## src/rtl/hit_score_if.sv

```systemverilog
// hit_score_if: shot, enemy position and score/status signals around hit_score_ctrl
// Signals:
//   start            new-game request (level)
//   shot             one-cycle gun pulse; shoot_x/shoot_y valid with it
//   x_me, y_me       enemy top-left corner
//   alive, flash     enemy renderer controls
//   hit              one-cycle pulse per registered hit
//   score_bcd        six BCD digits, [3:0] is the ones digit
//   hex0..hex5       active-low seven-segment digits (only with HIT_SCORE_HEX_EN)
// slave: the controller side; master: the driving/observing side.
interface hit_score_if;
    logic        start;
    logic        shot;
    logic [9:0]  shoot_x;
    logic [8:0]  shoot_y;
    logic [9:0]  x_me;
    logic [8:0]  y_me;
    logic        alive;
    logic        flash;
    logic        hit;
    logic [23:0] score_bcd;
`ifdef HIT_SCORE_HEX_EN
    logic [6:0]  hex0, hex1, hex2, hex3, hex4, hex5;
    modport slave (
        input  start, shot, shoot_x, shoot_y, x_me, y_me,
        output alive, flash, hit, score_bcd, hex0, hex1, hex2, hex3, hex4, hex5
    );
    modport master (
        output start, shot, shoot_x, shoot_y, x_me, y_me,
        input  alive, flash, hit, score_bcd, hex0, hex1, hex2, hex3, hex4, hex5
    );
`else
    modport slave (
        input  start, shot, shoot_x, shoot_y, x_me, y_me,
        output alive, flash, hit, score_bcd
    );
    modport master (
        output start, shot, shoot_x, shoot_y, x_me, y_me,
        input  alive, flash, hit, score_bcd
    );
`endif
endinterface

```

## src/rtl/hit_score_ctrl.sv

```systemverilog
// hit_score_ctrl: enemy hit test, alive/flash/dead/respawn sequencing and 6-digit BCD score
// Ports:
//   clk    system clock (CLOCK_50 domain)
//   reset  asynchronous active-low reset
//   bus    hit_score_if.slave: start, shot, shoot_x/y, x_me/y_me in; alive, flash, hit, score_bcd out
// Optional: define HIT_SCORE_HEX_EN to add registered, leading-zero-blanked hex0..hex5 outputs.
module hit_score_ctrl #(
    parameter int HIT_W       = 32,
    parameter int HIT_H       = 32,
    parameter int FLASH_CYC   = 12_500_000,
    parameter int RESPAWN_CYC = 50_000_000
) (
    input logic        clk,
    input logic        reset,
    hit_score_if.slave bus
);
    localparam int MAXC = FLASH_CYC > RESPAWN_CYC ? FLASH_CYC : RESPAWN_CYC;
    localparam int TW   = MAXC > 1 ? $clog2(MAXC) : 1;
    localparam logic [TW-1:0] FLASH_LD = TW'(FLASH_CYC - 1);
    localparam logic [TW-1:0] RESP_LD  = TW'(RESPAWN_CYC - 1);

    typedef enum logic [1:0] {IDLE, ALIVE, FLASH, DEAD} state_t;

    state_t        state;
    logic [TW-1:0] timer;
    logic [23:0]   score_q;
    logic [23:0]   score_inc;
    logic          carry;
    logic          alive_q;
    logic          flash_q;
    logic          hit_q;
    logic          in_box;
    logic [10:0]   x_hi;
    logic [9:0]    y_hi;

    if (HIT_W < 1 || HIT_H < 1 || FLASH_CYC < 1 || RESPAWN_CYC < 1) begin : g_bad_param
        $error("hit_score_ctrl: HIT_W, HIT_H, FLASH_CYC and RESPAWN_CYC must all be >= 1");
    end

    // Upper bounds carry one extra bit so a hitbox near the screen edge never wraps.
    assign x_hi   = {1'b0, bus.x_me} + 11'(HIT_W - 1);
    assign y_hi   = {1'b0, bus.y_me} + 10'(HIT_H - 1);
    assign in_box = bus.shoot_x >= bus.x_me && {1'b0, bus.shoot_x} <= x_hi &&
                    bus.shoot_y >= bus.y_me && {1'b0, bus.shoot_y} <= y_hi;

    // Full ripple of the BCD +1 in one cycle.
    always_comb begin
        score_inc = score_q;
        carry     = 1'b1;
        for (int i = 0; i < 6; i++) begin
            score_inc[4*i +: 4] = carry ? (score_q[4*i +: 4] == 4'd9 ? 4'd0 : score_q[4*i +: 4] + 4'd1)
                                        : score_q[4*i +: 4];
            carry = carry && score_q[4*i +: 4] == 4'd9;
        end
    end

    always_ff @(posedge clk or negedge reset) begin
        if (!reset) begin
            state   <= IDLE;
            timer   <= '0;
            score_q <= '0;
            alive_q <= 1'b0;
            flash_q <= 1'b0;
            hit_q   <= 1'b0;
        end else begin
            hit_q <= 1'b0;
            if (bus.start) begin
                state   <= ALIVE;
                timer   <= '0;
                score_q <= '0;
                alive_q <= 1'b1;
                flash_q <= 1'b0;
            end else begin
                case (state)
                    ALIVE: if (bus.shot && in_box) begin
                        state   <= FLASH;
                        timer   <= FLASH_LD;
                        hit_q   <= 1'b1;
                        alive_q <= 1'b0;
                        flash_q <= 1'b1;
                        score_q <= score_q == 24'h999999 ? score_q : score_inc;
                    end
                    FLASH: if (timer == '0) begin
                        state   <= DEAD;
                        timer   <= RESP_LD;
                        flash_q <= 1'b0;
                    end else begin
                        timer <= timer - 1'b1;
                    end
                    DEAD: if (timer == '0) begin
                        state   <= ALIVE;
                        alive_q <= 1'b1;
                    end else begin
                        timer <= timer - 1'b1;
                    end
                    default: ;
                endcase
            end
        end
    end

    assign bus.alive     = alive_q;
    assign bus.flash     = flash_q;
    assign bus.hit       = hit_q;
    assign bus.score_bcd = score_q;

`ifdef HIT_SCORE_HEX_EN
    localparam logic [6:0] SEG [16] = '{
        7'h40, 7'h79, 7'h24, 7'h30, 7'h19, 7'h12, 7'h02, 7'h78,
        7'h00, 7'h10, 7'h7F, 7'h7F, 7'h7F, 7'h7F, 7'h7F, 7'h7F
    };
    logic [6:0] hex_q [6];

    // Digit i is blank when it and every digit above it are zero; hex0 is never blanked.
    always_ff @(posedge clk or negedge reset) begin
        if (!reset) begin
            for (int i = 0; i < 6; i++) hex_q[i] <= 7'h7F;
        end else begin
            for (int i = 0; i < 6; i++)
                hex_q[i] <= (i > 0 && (score_q >> (4*i)) == 24'd0) ? 7'h7F : SEG[score_q[4*i +: 4]];
        end
    end

    assign bus.hex0 = hex_q[0];
    assign bus.hex1 = hex_q[1];
    assign bus.hex2 = hex_q[2];
    assign bus.hex3 = hex_q[3];
    assign bus.hex4 = hex_q[4];
    assign bus.hex5 = hex_q[5];
`endif
endmodule

```

## src/flat_wrapper.sv

```systemverilog
// flat-port wrapper written by rule: the top's interface ports become plain ports
module hit_score_ctrl_flat 
#(
    parameter int HIT_W       = 32,
    parameter int HIT_H       = 32,
    parameter int FLASH_CYC   = 12_500_000,
    parameter int RESPAWN_CYC = 50_000_000
)
  (clk, reset, bus_start, bus_shot, bus_shoot_x, bus_shoot_y, bus_x_me, bus_y_me, bus_alive, bus_flash, bus_hit, bus_score_bcd);
  hit_score_if bus_i ();
  input logic clk;
  input logic reset;
  input wire logic [$bits(bus_i.start)-1:0] bus_start;
  input wire logic [$bits(bus_i.shot)-1:0] bus_shot;
  input wire logic [$bits(bus_i.shoot_x)-1:0] bus_shoot_x;
  input wire logic [$bits(bus_i.shoot_y)-1:0] bus_shoot_y;
  input wire logic [$bits(bus_i.x_me)-1:0] bus_x_me;
  input wire logic [$bits(bus_i.y_me)-1:0] bus_y_me;
  output wire logic [$bits(bus_i.alive)-1:0] bus_alive;
  output wire logic [$bits(bus_i.flash)-1:0] bus_flash;
  output wire logic [$bits(bus_i.hit)-1:0] bus_hit;
  output wire logic [$bits(bus_i.score_bcd)-1:0] bus_score_bcd;
  assign bus_i.start = bus_start;
  assign bus_i.shot = bus_shot;
  assign bus_i.shoot_x = bus_shoot_x;
  assign bus_i.shoot_y = bus_shoot_y;
  assign bus_i.x_me = bus_x_me;
  assign bus_i.y_me = bus_y_me;
  assign bus_alive = bus_i.alive;
  assign bus_flash = bus_i.flash;
  assign bus_hit = bus_i.hit;
  assign bus_score_bcd = bus_i.score_bcd;
  hit_score_ctrl #(.HIT_W(HIT_W), .HIT_H(HIT_H), .FLASH_CYC(FLASH_CYC), .RESPAWN_CYC(RESPAWN_CYC)) u_core (.clk(clk), .reset(reset), .bus(bus_i));
endmodule
```

## config.mk

```make
export PLATFORM = sky130hd
export DESIGN_NAME = hit_score_ctrl_flat
export DESIGN_NICKNAME = d
export VERILOG_FILES = /design/src/rtl/hit_score_if.sv /design/src/rtl/hit_score_ctrl.sv /design/src/flat_wrapper.sv
export SDC_FILE = /design/constraint.sdc
export NUM_CORES = 1
export LEC_CHECK = 0
export BUFFER_PORTS_ARGS = -buffer_cell sky130_fd_sc_hd__buf_2
export CAP_MARGIN = 15
export CORE_ASPECT_RATIO = 1.2
export CORE_MARGIN = 5
export CORE_UTILIZATION = 50
export DETAILED_ROUTE_END_ITERATION = 7
export PLACE_DENSITY = 0.71
export SLEW_MARGIN = 20
export SYNTH_ARGS = -nofsm -noshare
export SYNTH_HDL_FRONTEND = slang
export SYNTH_SLANG_ARGS = --single-unit
```

## constraint.sdc

```tcl
create_clock -name clk -period 3.1 [get_ports clk]
set_input_delay 0.155 -clock clk [delete_from_list [all_inputs] [get_ports clk]]
set_output_delay 0.155 -clock clk [all_outputs]
set_load 0.01 [all_outputs]
```

==> impl_metrics.toml, run 1 <==
[run_status]
status = "completed"

[floorplanning]
placeableCoreArea_sq_mm = 0.00903
initial_core_util = 0.510
die_height_microns = 115
num_rows = 38
boundaryPins = 69
die_x_microns = 97.6
die-area_sq_mm = 0.0112

[global_route]
busiest_layer = "met2"
grt_pass1_wl_mm = 20.0
grt_max_degree = 38
grt_usage = 0.210
first_global_vias = 4382
met2_usage = 0.383
grt_use_met1 = 0.258
antenna_found_initial = 0
overflow = 0
grtUsageMet3 = 0.0328

[power_and_ir_drop]
peakVddDrop_mv = 0.330
p_per_area_mw_per_mm2 = 323
power_leakage_nw = 2.57

[min_path]
holdCritPathClass = "primary input to register"

[critical_path]
crit_arrival_ps = 3150
critPathCaptureType = "register"
path_cells = "buf_2, inv_1, ha_1, nand3_2, nand4_1, xnor2_1, ha_1, a21o_1, a211o_1, a211oi_2, o21ai_1, or3_1, buf_4, or4b_1, a21oi_1"
crit_buf_inv = 3
crit_path_max_fanout = 6
worst-setup-path-type = "primary input to register"
startpoint_type = "primary input"
slowest_stage = "or4b_1"
slowest_delay_ps = 530
critPathMostFrequentCell = "ha_1"
critPathRequiredTime_ps = 3350
path_delay_family = "simple AND/OR/NAND/NOR gates"

[final_layout]
drive_gt1_frac = 0.211
syn_to_final_growth_pct = 17.1
mostFrequentLayoutCell = "buf_2"
most-common-layout-cells = "buf_2, dfrtp_1, ha_1, nor3_1, nor2_1"
stdcell_count = 754
antenna_cells = 0
fin_nets = 728
finish.instance_area_sq_mm = 0.00539
n_fill_cell = 831

[clock_network]
path_clk_slew_ps = 110
clk_latency_ps = 320
clockBufferDepth = 2
htreeDepth = 2
cts_sinks = 55
root_buffer = "clkbuf_8"
cts_tree = "yes"
cts_made_buffers = 5

[detailed_routing]
via_per_inst = 5.86
wire_per_inst_microns = 15.5
vias = 4417
drtPass1Iterations = 5
drc = 0
dr.first_iter.drc_count = 248
routed_wl_mm = 11.7
postRouteAntennaNets = 0

[sta]
clock_skew_ps = 15.3
worstMarginPinSlew_ps = 903
rsz0062_at_grt = "no"
layout_min_cycle_time_ps = 2900
max_freq_mhz = 345
drv_slew = 0
hold_violations = 0
setup_viol = 0
relSlewSlack = 0.398
fin_crit_sh = 0.935

[synthesis]
syn_inst = 543
synth_area_sq_mm = 0.00461
synth_ff_type = "dfrtp_1"
synth_edf_count = 0
synth_top_area_frac = 0.299
yosys.area.top_type = "dfrtp_1"
syn_avg_cell_area_sq_um = 8.48
synthTopCellsByArea = "dfrtp_1, ha_1, nor3_1"
synth-warning-count = 0
ys_seq_area_frac = 0.299
async_flop_share = 1.00
synth_seq_cells = 55
synth.distinct_cells = 70
synth_nets = 638

[placement]
placed_cell_area_sq_mm = 0.00527
gp_congestion = 0.872
dpl.hpwl_mm = 8.98
placed_cells = 745
portBuffers = 68

[flow_run]
maxCapViolCount = 0
sequential cells by signal, indices dropped and copies added, names as in the netlist:
signal,cells
u_core.bus.alive,1
u_core.state,2
u_core.bus.hit,1
u_core.timer,26
u_core.bus.flash,1
u_core.bus.score_bcd,24
layer usage:
| metal | share of wire | wire length [microns] |
|---|---|---|
| met5 | 0 | 0 |
| met4 | 0.014 | 168 |
| met3 | 0.051 | 596 |
| met2 | 0.50 | 5850 |
| met1 | 0.43 | 5060 |
Yosys cell counts (2+ instances only):
cell type	instances
o221ai_1	2
a32o_1	5
or3_1	7
or4b_1	2
nand3_1	25
o211ai_1	6
inv_1	36
nand2_1	37
buf_2	4
xnor2_1	17
nor2_1	44
nor2b_1	9
a21o_1	4
nor4_1	3
clkbuf_1	15
o32ai_1	2
o31ai_1	3
buf_6	2
o21a_1	11
a211oi_1	2
a211o_1	4
nand2b_1	4
ha_1	53
nand3b_1	2
o21ai_0	12
and3_1	11
mux2_1	4
nor3b_1	2
a21oi_1	26
a21boi_0	2
or2_2	2
a211oi_2	2
o21ai_1	10
and4_1	2
nand4_1	13
a31oi_1	8
dfrtp_1	55
or4_1	8
nor3_1	45
mux2_2	6
a311oi_1	3
a22o_1	2
a2111oi_0	2
and2_1	3
cell type report:
cell class                      count  area, sq um  share of cell area
Multi-Input combinational cell    429         2990               0.555
Clock inverter                      3         43.8             0.00812
Clock buffer                        5         68.8              0.0128
Sequential cell                    55         1380               0.255
Inverter                           37          139              0.0258
Tap cell                          120          150              0.0278
Timing Repair Buffer              105          621               0.115
report_power, final:
group          leakage (nW)  switching, mW  total, mW  internal (mW)
sequential            0.739         0.0367      0.784          0.747
clock                0.0581          0.248      0.489          0.241
combinational          1.77          0.260      0.468          0.208
total                  2.57          0.544       1.74           1.20
metrics by stage:
step | hold slack, ps | utilization | TNS, ps | total power [mW] | setup WS, ps
after floorplan | -141 | - | 0 | 1.08 | 19.4
after global placement | 306 | 0.583 | -321 | 1.25 | -61.2
after detailed placement | 324 | 0.583 | -1430 | 1.26 | -197
after CTS | 289 | 0.597 | 0 | 1.76 | 134
after global routing | 332 | 0.597 | 0 | 1.84 | 24.0
final | 301 | 0.597 | 0 | 1.74 | 202
worst paths after layout:
| kind | from | end | slack (ps) | cells after the start |
|---|---|---|---|---|
| max | bus_x_me[0] | u_core.bus.score_bcd[6] | 200 | 15 |
| min | bus_start | u_core.timer[6] | 300 | 2 |
| max reg2reg | u_core.timer[0] | u_core.timer[15] | 410 | 9 |
| min reg2reg | u_core.timer[24] | u_core.timer[24] | 490 | 1 |
| max in group asynchronous | reset | u_core.timer[10] | 1780 | 3 |
| min in group asynchronous | reset | u_core.bus.score_bcd[15] | 500 | 2 |
worst reg2reg max path, stage by stage, from the launching register on:
cell     delay, ps
dfrtp_1        420
inv_1           70
ha_1           160
nor3b_2        420
nand4_1        340
nor4b_4        410
nor2b_1        260
and3_1         230
nor3_1         180
o21a_1         150
what timing repair did:
item | in CTS | in global routing
setup endpoints to repair | 0 | 7
hold buffers | 1 | 0
buffers inserted | 0 | 0
endpoints found under the hold margin | 36 | 0
resized for setup | 0 | 2
cells by family after synthesis:
group / share of synthesized area
AO/OA/AOI/OAI: 0.179
adder cells (fa/ha/maj): 0.144
multiplexers: 0.0266
XOR/XNOR: 0.0323
AND/OR/NAND/NOR: 0.266
buffers and inverters: 0.0532
flip-flops: 0.299
Power figures use the tool's default switching activity.
==> run 2: changes to the inputs <==
--- a/config.mk
+++ b/config.mk
@@ -5,6 +5,7 @@
 export SDC_FILE = /design/constraint.sdc
 export NUM_CORES = 1
 export LEC_CHECK = 0
+export ABC_AREA = 1
 export BUFFER_PORTS_ARGS = -buffer_cell sky130_fd_sc_hd__buf_2
 export CAP_MARGIN = 15
 export CORE_ASPECT_RATIO = 1.2
==> run 2 against run 1 <==
  * First-iteration DRC count grew 27%
  * Sequential power rose by 23%
  * Core utilization shrank 2.1 points
  * Non-clock buffer count decreased by 26
  * Largest power group unchanged
  * Sequential cell count did not move
  * Fmax rose by 6.5%
  * Sequential share of layout area decreased by 1.8 points
  * Die area is 11% higher
  * Clock skew down 11 ps
  * Largest cell class unchanged
  * Synthesized area increased by 12%
  * Combinational power up 110%
  * Via count rose by 17%
==> impl_metrics.toml, run 2 <==
[synthesis]
synth_seq_cells = 55
ys_seq_area_frac = 0.266
yosys.area.top_type = "dfrtp_1"
synth_common_cells = "nand2_1, nor2_1, inv_1, nand4_1, dfrtp_1"
synth_edf_count = 0
synth.most_common_cell = "nand2_1"
synth.distinct_cells = 36
synth_top_area_frac = 0.266
synth-warning-count = 0
synthTopCellsByArea = "dfrtp_1, nand2_1, ha_1"
synth_area_sq_mm = 0.00517
synth_nets = 862
async_flop_share = 1.00
syn_inst = 767
syn_avg_cell_area_sq_um = 6.74
synth_ff_type = "dfrtp_1"

[placement]
pre_cts_slack_ps = 75.1
portBuffers = 68
placed_cell_area_sq_mm = 0.00564
gp_congestion = 0.922
dpl.hpwl_mm = 9.82
placed_cells = 949

[sta]
setup_viol = 0
setup_tns_ps = 0
hold_violations = 0
clock_skew_ps = 3.93
max_freq_mhz = 368
relSlewSlack = 0.570
drv_slew = 0
layout_min_cycle_time_ps = 2720
finalWorstSetupSlack_ps = 379
fin_crit_sh = 0.878
worstMarginPinSlew_ps = 640
rsz0062_at_grt = "no"

[critical_path]
crit_buf_inv = 5
crit_arrival_ps = 2910
crit_path_max_fanout = 25
worst-setup-path-type = "primary input to register"
critPathCaptureType = "register"
path_delay_family = "simple AND/OR/NAND/NOR gates"
regToRegEndpoint = "u_core.timer[4]"
critPathRequiredTime_ps = 3290
path_depth = 23
slowest_stage = "ha_1"
critPathMostFrequentCell = "nand2_1"
path_cells = "buf_2, inv_1, ha_1, nand3_1, o21ai_0, nor3_1, xor2_1, inv_1, ha_1, nand3_1, nor2_1, nand2_1, nand2_1, inv_1, nand2_1, nand3_1, nor2_1, nand2_1, nand2_1, buf_12, nand3_1, nand2_1, nand2_1"
crit_path_start = "bus_y_me[0]"
slowest_delay_ps = 290
startpoint_type = "primary input"
timing.critical_path.to = "u_core.bus.score_bcd[6]"
reg2reg_depth = 10
reg2reg_slack_ps = 570
r2r_start = "u_core.timer[0]"

[final_layout]
syn_to_final_growth_pct = 12.2
stdcell_count = 958
largest_reg_flops = 26
post-route-util = 0.576
largest_register = "u_core.timer"
antenna_cells = 0
finish.instance_area_sq_mm = 0.00580
most-common-layout-cells = "nand2_1, nor2_1, inv_1, buf_2, nand4_1"
drive_gt1_frac = 0.121
fin_nets = 926
mostFrequentLayoutCell = "nand2_1"

[global_route]
grt_max_degree = 31
overflow = 0
grt_usage = 0.216
grt_pass1_wl_mm = 22.3
antenna_found_initial = 0
first_global_vias = 5022

[clock_network]
clockBufferDepth = 2
htreeDepth = 2
path_clk_slew_ps = 80
cts_sinks = 55
holdBufCountCts = 1
post_cts_resized = 0
cts_tree = "yes"
post_cts_buffers = 0
root_buffer = "clkbuf_16"
clk_latency_ps = 290
cts_made_buffers = 5

[detailed_routing]
wire_per_inst_microns = 13.5
drc = 0
routed_wl_mm = 12.9
drtPass1Iterations = 4
vias = 5185
postRouteAntennaNets = 0
via_per_inst = 5.41
dr.first_iter.drc_count = 315

[floorplanning]
num_rows = 40
initial_core_util = 0.514
die-area_sq_mm = 0.0125
placeableCoreArea_sq_mm = 0.0101
boundaryPins = 69
die_x_microns = 103
die_height_microns = 121

[power_and_ir_drop]
peakVddDrop_mv = 0.305
p_per_area_mw_per_mm2 = 432
power_leakage_nw = 3.17

[run_status]
status = "completed"

[flow_run]
maxCapViolCount = 0

[min_path]
holdCritPathClass = "primary input to register"
-- run 2: changes by cell type after synthesis, moves of 9 or more --
cell,before,now
xor2_1,0,30
inv_1,36,79
nand4_1,13,58
nand2_1,37,230
nor2_1,44,92
o21a_1,11,1
and3_1,11,0
nand3_1,25,49
nor3_1,45,21
nor2b_1,9,0
-- run 2: area by class of cell --
cell class                 count  area, sq um
clock buffer                   5          125
clock inverter                 3         25.0
fill                         974         4260
inverter                      83          312
multi-input combinational    607         3360
sequential                    55         1380
tap                          126          158
timing repair buffer          79          438
-- run 2: worst min path at each step --
stage | startpoint | depth (start not counted) | endpoint
final | bus_shot | 5 | u_core.bus.hit
after global routing | bus_shot | 5 | u_core.bus.hit
after CTS | bus_shot | 5 | u_core.bus.hit
after detailed placement | reset | 1 | u_core.state[0]
after global placement | reset | 1 | u_core.state[0]
after floorplan | reset | 0 | u_core.bus.alive
-- run 2: metrics by stage --
step           power, mW  hold WS [ps]
2_1_floorplan       1.66          -141
3_3_place_gp        1.91          72.8
3_5_place_dp        1.94          76.4
4_1_cts             2.53           263
5_1_grt             2.73           291
6_report            2.51           277
-- run 2: kinds of logic (layout without fill, tap and decap cells) --
| kind of cell | after synthesis | after routing | share of synthesized area |
|---|---|---|---|
| AO/OA/AOI/OAI | 47 | 47 | 0.0511 |
| XOR/XNOR | 43 | 43 | 0.0729 |
| adder cells (fa/ha/maj) | 53 | 53 | 0.128 |
| buffers and inverters | 105 | 170 | 0.0823 |
| flip-flops | 55 | 55 | 0.266 |
| AND/OR/NAND/NOR | 464 | 464 | 0.399 |
-- run 2: power by group --
part | internal [mW] | switching, mW | leakage [nW]
Sequential | 0.820 | 0.144 | 0.722
Clock | 0.303 | 0.276 | 0.0700
Combinational | 0.366 | 0.596 | 2.38
-- run 2: routing by layer --
metal | share of wire | global-route usage
met1 | 0.42 | 0.270
met2 | 0.51 | 0.383
met3 | 0.046 | 0.0242
met4 | 0.019 | 0.0696
met5 | 0 | 0
-- run 2: tightest hold or removal path, delay by kind of cell --
kind	cells	cell delay, ps
simple gates	4	270
buf+inv	1	110
